<file path="src/rtl/muldiv_sequencer.sv">
`default_nettype none
// ============================================================================
// Module   : muldiv_sequencer
// Brief    : RV32M multi-cycle multiply/divide (shift-add / restoring divide)
// Revision : 1.0 - initial release
// ============================================================================
module muldiv_sequencer (
    input  logic        clock,
    input  logic        reset,
    input  logic        flush,
    input  logic        req_valid,
    output logic        req_ready,
    input  logic [2:0]  req_op,
    input  logic [31:0] req_a,
    input  logic [31:0] req_b,
    output logic        resp_valid,
    input  logic        resp_ready,
    output logic [31:0] resp_result,
    output logic        busy
);

    localparam logic [1:0] S_IDLE = 2'd0;
    localparam logic [1:0] S_BUSY = 2'd1;
    localparam logic [1:0] S_DONE = 2'd2;

    localparam logic [4:0] C_LAST_STEP = 5'd31;

    logic [1:0]  r_state;
    logic [1:0]  w_next_state;
    logic [2:0]  r_op;
    logic [4:0]  r_cnt;
    logic [63:0] r_acc;       // multiply: {hi, multiplier}; divide: {rem, quo}
    logic [31:0] r_opnd;      // multiplicand or divisor magnitude
    logic        r_special;
    logic        r_neg;
    logic        r_neg_rem;
    logic [31:0] r_result;

    // Accept-time decode
    logic        w_accept;
    logic        w_a_signed, w_b_signed, w_sign_a, w_sign_b;
    logic [31:0] w_mag_a, w_mag_b;
    logic        w_div_zero, w_div_ovf, w_special;
    logic [31:0] w_special_res;

    assign w_accept   = req_valid && (r_state == S_IDLE) && !flush;
    assign w_a_signed = req_op[2] ? !req_op[0] : (req_op != 3'd3);
    assign w_b_signed = req_op[2] ? !req_op[0] : !req_op[1];
    assign w_sign_a   = w_a_signed && req_a[31];
    assign w_sign_b   = w_b_signed && req_b[31];
    assign w_mag_a    = w_sign_a ? -req_a : req_a;
    assign w_mag_b    = w_sign_b ? -req_b : req_b;
    assign w_div_zero = req_op[2] && (req_b == 32'd0);
    assign w_div_ovf  = req_op[2] && !req_op[0] && (req_a == 32'h8000_0000)
                        && (req_b == 32'hFFFF_FFFF);
    assign w_special  = w_div_zero || w_div_ovf;

    always_comb begin
        w_special_res = 32'd0;
        if (w_div_zero)
            w_special_res = req_op[1] ? req_a : 32'hFFFF_FFFF;
        else if (w_div_ovf)
            w_special_res = req_op[1] ? 32'd0 : 32'h8000_0000;
    end

    // One iteration step of each algorithm
    logic [32:0] w_add;
    logic [63:0] w_mul_next;
    logic [32:0] w_trial;
    logic        w_no_borrow;
    logic [31:0] w_sub;
    logic [63:0] w_div_next;
    logic [63:0] w_prod;
    logic [31:0] w_quo, w_rem;
    logic [31:0] w_final;
    logic        w_last;

    assign w_add       = {1'b0, r_acc[63:32]} + (r_acc[0] ? {1'b0, r_opnd} : 33'd0);
    assign w_mul_next  = {w_add, r_acc[31:1]};
    assign w_trial     = r_acc[63:31];
    assign w_no_borrow = (w_trial >= {1'b0, r_opnd});
    // On no-borrow the true difference is below 2^32, so the low word is exact
    assign w_sub       = w_trial[31:0] - r_opnd;
    assign w_div_next  = {(w_no_borrow ? w_sub : w_trial[31:0]), r_acc[30:0], w_no_borrow};
    assign w_prod      = r_neg ? -w_mul_next : w_mul_next;
    assign w_quo       = r_neg ? -w_div_next[31:0] : w_div_next[31:0];
    assign w_rem       = r_neg_rem ? -w_div_next[63:32] : w_div_next[63:32];
    assign w_last      = r_special || (r_cnt == 5'd0);

    always_comb begin
        w_final = w_prod[63:32];
        case (r_op)
            3'd0:       w_final = w_prod[31:0];
            3'd4, 3'd5: w_final = w_quo;
            3'd6, 3'd7: w_final = w_rem;
            default:    w_final = w_prod[63:32];
        endcase
    end

    // State register
    always_ff @(posedge clock or posedge reset) begin
        if (reset)
            r_state <= S_IDLE;
        else
            r_state <= w_next_state;
    end

    // Next-state logic
    always_comb begin
        w_next_state = r_state;
        if (flush) begin
            w_next_state = S_IDLE;
        end else begin
            case (r_state)
                S_IDLE:  if (req_valid)  w_next_state = S_BUSY;
                S_BUSY:  if (w_last)     w_next_state = S_DONE;
                S_DONE:  if (resp_ready) w_next_state = S_IDLE;
                default: w_next_state = S_IDLE;
            endcase
        end
    end

    // Output logic
    always_comb begin
        req_ready  = (r_state == S_IDLE);
        resp_valid = (r_state == S_DONE);
        busy       = (r_state != S_IDLE);
    end

    assign resp_result = r_result;

    // Datapath; special cases park their result in r_acc for one BUSY cycle
    always_ff @(posedge clock or posedge reset) begin
        if (reset) begin
            r_op      <= 3'd0;
            r_cnt     <= 5'd0;
            r_acc     <= 64'd0;
            r_opnd    <= 32'd0;
            r_special <= 1'b0;
            r_neg     <= 1'b0;
            r_neg_rem <= 1'b0;
            r_result  <= 32'd0;
        end else if (w_accept) begin
            r_op      <= req_op;
            r_cnt     <= C_LAST_STEP;
            r_acc     <= {32'd0, (w_special ? w_special_res : w_mag_a)};
            r_opnd    <= w_mag_b;
            r_special <= w_special;
            r_neg     <= w_sign_a ^ w_sign_b;
            r_neg_rem <= w_sign_a;
        end else if ((r_state == S_BUSY) && !flush) begin
            r_acc <= r_op[2] ? w_div_next : w_mul_next;
            r_cnt <= r_cnt - 5'd1;
            if (w_last)
                r_result <= r_special ? r_acc[31:0] : w_final;
        end
    end

endmodule
`default_nettype wire

</file>
<file path="config.mk">
export PLATFORM = sky130hd
export DESIGN_NAME = muldiv_sequencer
export DESIGN_NICKNAME = d
export VERILOG_FILES = /design/src/rtl/muldiv_sequencer.sv
export SDC_FILE = /design/constraint.sdc
export NUM_CORES = 1
export LEC_CHECK = 0
export ABC_CLOCK_PERIOD_IN_PS = 9800
export CAP_MARGIN = 20
export CORE_MARGIN = 2
export CORE_UTILIZATION = 59
export DETAILED_ROUTE_END_ITERATION = 8
export PLACE_DENSITY = 0.8
export SYNTH_ARGS = -nofsm -noshare
export SYNTH_HDL_FRONTEND = slang
export SYNTH_SLANG_ARGS = --single-unit
</file>
<file path="constraint.sdc">
create_clock -name clock -period 9.8 [get_ports clock]
set_clock_uncertainty 0.05 [all_clocks]
set_input_delay 1.96 -clock clock [delete_from_list [all_inputs] [get_ports clock]]
set_output_delay 1.96 -clock clock [all_outputs]
set_load 0.05 [all_outputs]
</file>
==> summary.txt <==
Routing
  • DR vias/cell: 6.905
  • DRT Wirelength: 60430 um
  • Residual DRC: 0
  • DRT iter0 DRCs: 2424
  • First-pass DRT Iterations: 6
  • Post-DRT Antenna Nets: 0
  • Wire per inst: 22.61 um
  • Vias post-DR: 18460

Clock network
  • Cts hold-fix bufs: 0
  • CTS HTree Levels: 4
  • Clock transition at path regs: 70 ps
  • Post-CTS sizing: 0
  • Setup Buffers After CTS: 0
  • # clock sinks: 141
  • Clock latency on the worst-skew pair: 450 ps
  • TritonCTS clock tree: done
  • CTS root buf: clkbuf_16
  • CTS buffer count: 17
  • Max Buffers Root-to-Sink: 2

Yosys
  • Post-Syn Instances: 2316
  • FF+latch count, synth: 141
  • Distinct cells, synth: 95
  • Top cell type's share of synthesized area: 21.02%
  • Synth Cell Area: 16790 um2
  • Synth warn: 0
  • Post-synth net total: 2462
  • Synth top area cells: dfrtp_1, o21ai_0, nand2_1, xnor2_1, a21oi_1
  • Seq/Total Area, Yosys: 21.02%
  • Syn_area_per_cell: 7.248 um2
  • Post-synth top area cell: dfrtp_1
  • Async SR Flop Fraction: 100.0%
  • EDFF count, synth: 0
  • Top post-synthesis cells by count: nand2_1, o21ai_0, nor2_1, a21oi_1, dfrtp_1
  • Leading register cell type out of synthesis: dfrtp_1
  • Most common cell in the netlist: nand2_1

Power
  • P_int: 0.002595 W
  • Power density cells: 329.3 nW/um2
  • Max VDD drop: 0.2120 mV
  • Flop pwr share: 16.7%
  • Psw: 0.003461 W
  • Leak pwr: 7.510 nW
  • Sw frac: 57.15%
  • Comb pwr share: 71.7%
  • Clk network pwr share: 11.7%

Placement
  • RD Place Congestion: 1.010
  • Dpl ws: 3611 ps
  • Hpwl dp: 45180 um
  • Placed cells: 2640
  • Dpl cell area: 17750 um2
  • PortBufs: 106

Timing
  • RSZ-0062 raised after global routing: no
  • Fmax: 168.5 MHz
  • PnR worst setup slack: 3864 ps
  • Slew Limit Fails: 0
  • # setup viols final: 0
  • Max_slew headroom: 21.04%
  • Hold Worst Slack: 430.7 ps
  • Setup TNS: 0 ps
  • Period Utilization, post-route: 60.57%
  • Shortest period the worst path allows: 5936 ps
  • Worst slew pin tran: 1180 ps
  • Final hold vios: 0

Floorplan
  • DIE AREA: 29820 um2
  • Row count: 61
  • Die width: 172.7 um
  • Core Area: 27930 um2
  • Initial core utilization: 60.10%
  • IO Count: 107
  • Die Y: 172.7 um

Worst setup path
  • Crit path max-delay family: simple AND/OR/NAND/NOR gates
  • Critical path class: register to register
  • Setup crit end kind: register
  • Crit path cell chain: inv_1 > ha_1 > nand4_1 > nor4_1 > nand3_1 > nand3_1 > or3_4 > mux2i_1 > ha_1 > o2111ai_1 > nor4_1 > a41oi_2 > and2_4 > or3_4 > o41ai_2 > xnor2_1 > a2111oi_2 > nor2_1
  • Worst EP arrival: 6220 ps
  • Biggest cell delay along the critical path: 560 ps
  • CP max-delay cell: ha_1
  • Startpoint class of the critical path: register
  • Crit path required time: 10090 ps
  • Worst path bufs/invs: 1
  • Crit-path max FO: 23

Cells and area
  • Post-layout nets: 2428
  • Final std cells w/o fill: 2673
  • Antenna diode count: 0
  • Design area: 18390 um2
  • Area Overhead vs Synth: 9.525%
  • Share of layout cells above drive strength 1: 4.967%

Outcome
  • Status: finished, final reports clean

Global routing
  • Gr ovfl total: 0
  • Pin count of the biggest net entering global routing: 85
  • Vias in the first global route: 17160
  • First-pass GRT wire length: 94510 um
  • Initial antenna violation count: 0
  • GRT Total Usage: 39.66%

Job
  • Max Cap Viol: 0

Hold path
  • Hold Path Class: register to register
worst register-to-register path: cells and delay by family, from the launching register on:
family / cells / cell delay (ps)
flip-flops: 1 / 360
AO/OA/AOI/OAI: 4 / 1240
multiplexers: 1 / 360
adder cells (fa/ha/maj): 2 / 870
buffers and inverters: 1 / 140
AND/OR/NAND/NOR: 9 / 2660
XOR/XNOR: 1 / 120
registers in the layout, summed over array words and instances (netlist names):
| register | cells |
|---|---|
| r_acc | 64 |
| r_cnt | 5 |
| r_neg | 1 |
| r_neg_rem | 1 |
| r_op | 3 |
| r_opnd | 32 |
| r_special | 1 |
| r_state | 2 |
| resp_result | 32 |
routing by layer:
layer	vias to the layer above	global-route usage (%)	part of all wire, %	wire [um]
li1	8375	-	-	-
met1	8666	53.27	40	24370
met2	1195	62.32	44	26510
met3	221	6.223	11	6406
met4	0	19.60	5.2	3137
met5	-	0	0	0
metrics by stage:
stage,util [%],power [W]
after floorplan,-,0.003975
after global placement,63.54,0.005094
after detailed placement,63.54,0.005145
after CTS,65.72,0.005863
after global routing,65.82,0.006364
final,65.82,0.006055
cells in the final DEF (no fill, tap or decap), types with 33 or more instances in the layout:
cell type / Yosys / layout
a21oi_1: 182 / 182
clkdlybuf4s50_1: 0 / 106
dfrtp_1: 141 / 139
ha_1: 72 / 72
inv_1: 87 / 86
mux2i_1: 69 / 69
nand2_1: 267 / 266
nand3_1: 33 / 33
nand4_1: 39 / 39
nor2_1: 214 / 213
nor3_1: 54 / 53
o21ai_0: 240 / 240
o221ai_1: 36 / 36
o31ai_1: 35 / 35
xnor2_1: 111 / 111
xor2_1: 81 / 81
path summary, 6_finish.rpt:
check | from | end | slack [ps] | cells after the start
min in group asynchronous | reset | r_opnd[30]$_DFFE_PP0P_ | 2020 | 2
max reg2reg | r_opnd[21]$_DFFE_PP0P_ | resp_result[28]$_DFFE_PP0P_ | 3860 | 18
min | r_opnd[20]$_DFFE_PP0P_ | r_opnd[20]$_DFFE_PP0P_ | 430 | 2
max | r_opnd[21]$_DFFE_PP0P_ | resp_result[28]$_DFFE_PP0P_ | 3860 | 18
min reg2reg | r_opnd[20]$_DFFE_PP0P_ | r_opnd[20]$_DFFE_PP0P_ | 430 | 2
max in group asynchronous | reset | resp_result[9]$_DFFE_PP0P_ | 6400 | 3
cells by family (layout without fill, tap and decap cells):
group / count (synthesis) / after routing / share of synthesized area, %
flip-flops: 141 / 141 / 21.02
AO/OA/AOI/OAI: 759 / 759 / 29.25
buffers and inverters: 270 / 249 / 6.410
multiplexers: 75 / 75 / 4.517
XOR/XNOR: 192 / 192 / 10.02
adder cells (fa/ha/maj): 74 / 74 / 5.605
AND/OR/NAND/NOR: 805 / 805 / 23.19
power groups by stage:
stage / sequential [W] / clock, W / combinational [W]
final: 0.00101 / 0.000707 / 0.00434
after CTS: 0.000989 / 0.000703 / 0.00417
after global routing: 0.00102 / 0.000728 / 0.00462
after global placement: 0.000995 / 0 / 0.00410
after detailed placement: 0.000999 / 0 / 0.00415
after floorplan: 0.000827 / 0 / 0.00315
area by class of cell:
type                            instances  area [um2]
Clock inverter                         13       155.1
Timing Repair Buffer                  125        1224
Clock buffer                           19       452.9
Sequential cell                       141        3533
Inverter                               92       350.3
Fill cell                            2538        9548
Tap cell                              378       473.0
Multi-Input combinational cell       1905       12200
Note: power is estimated with default switching activity, not from simulation.
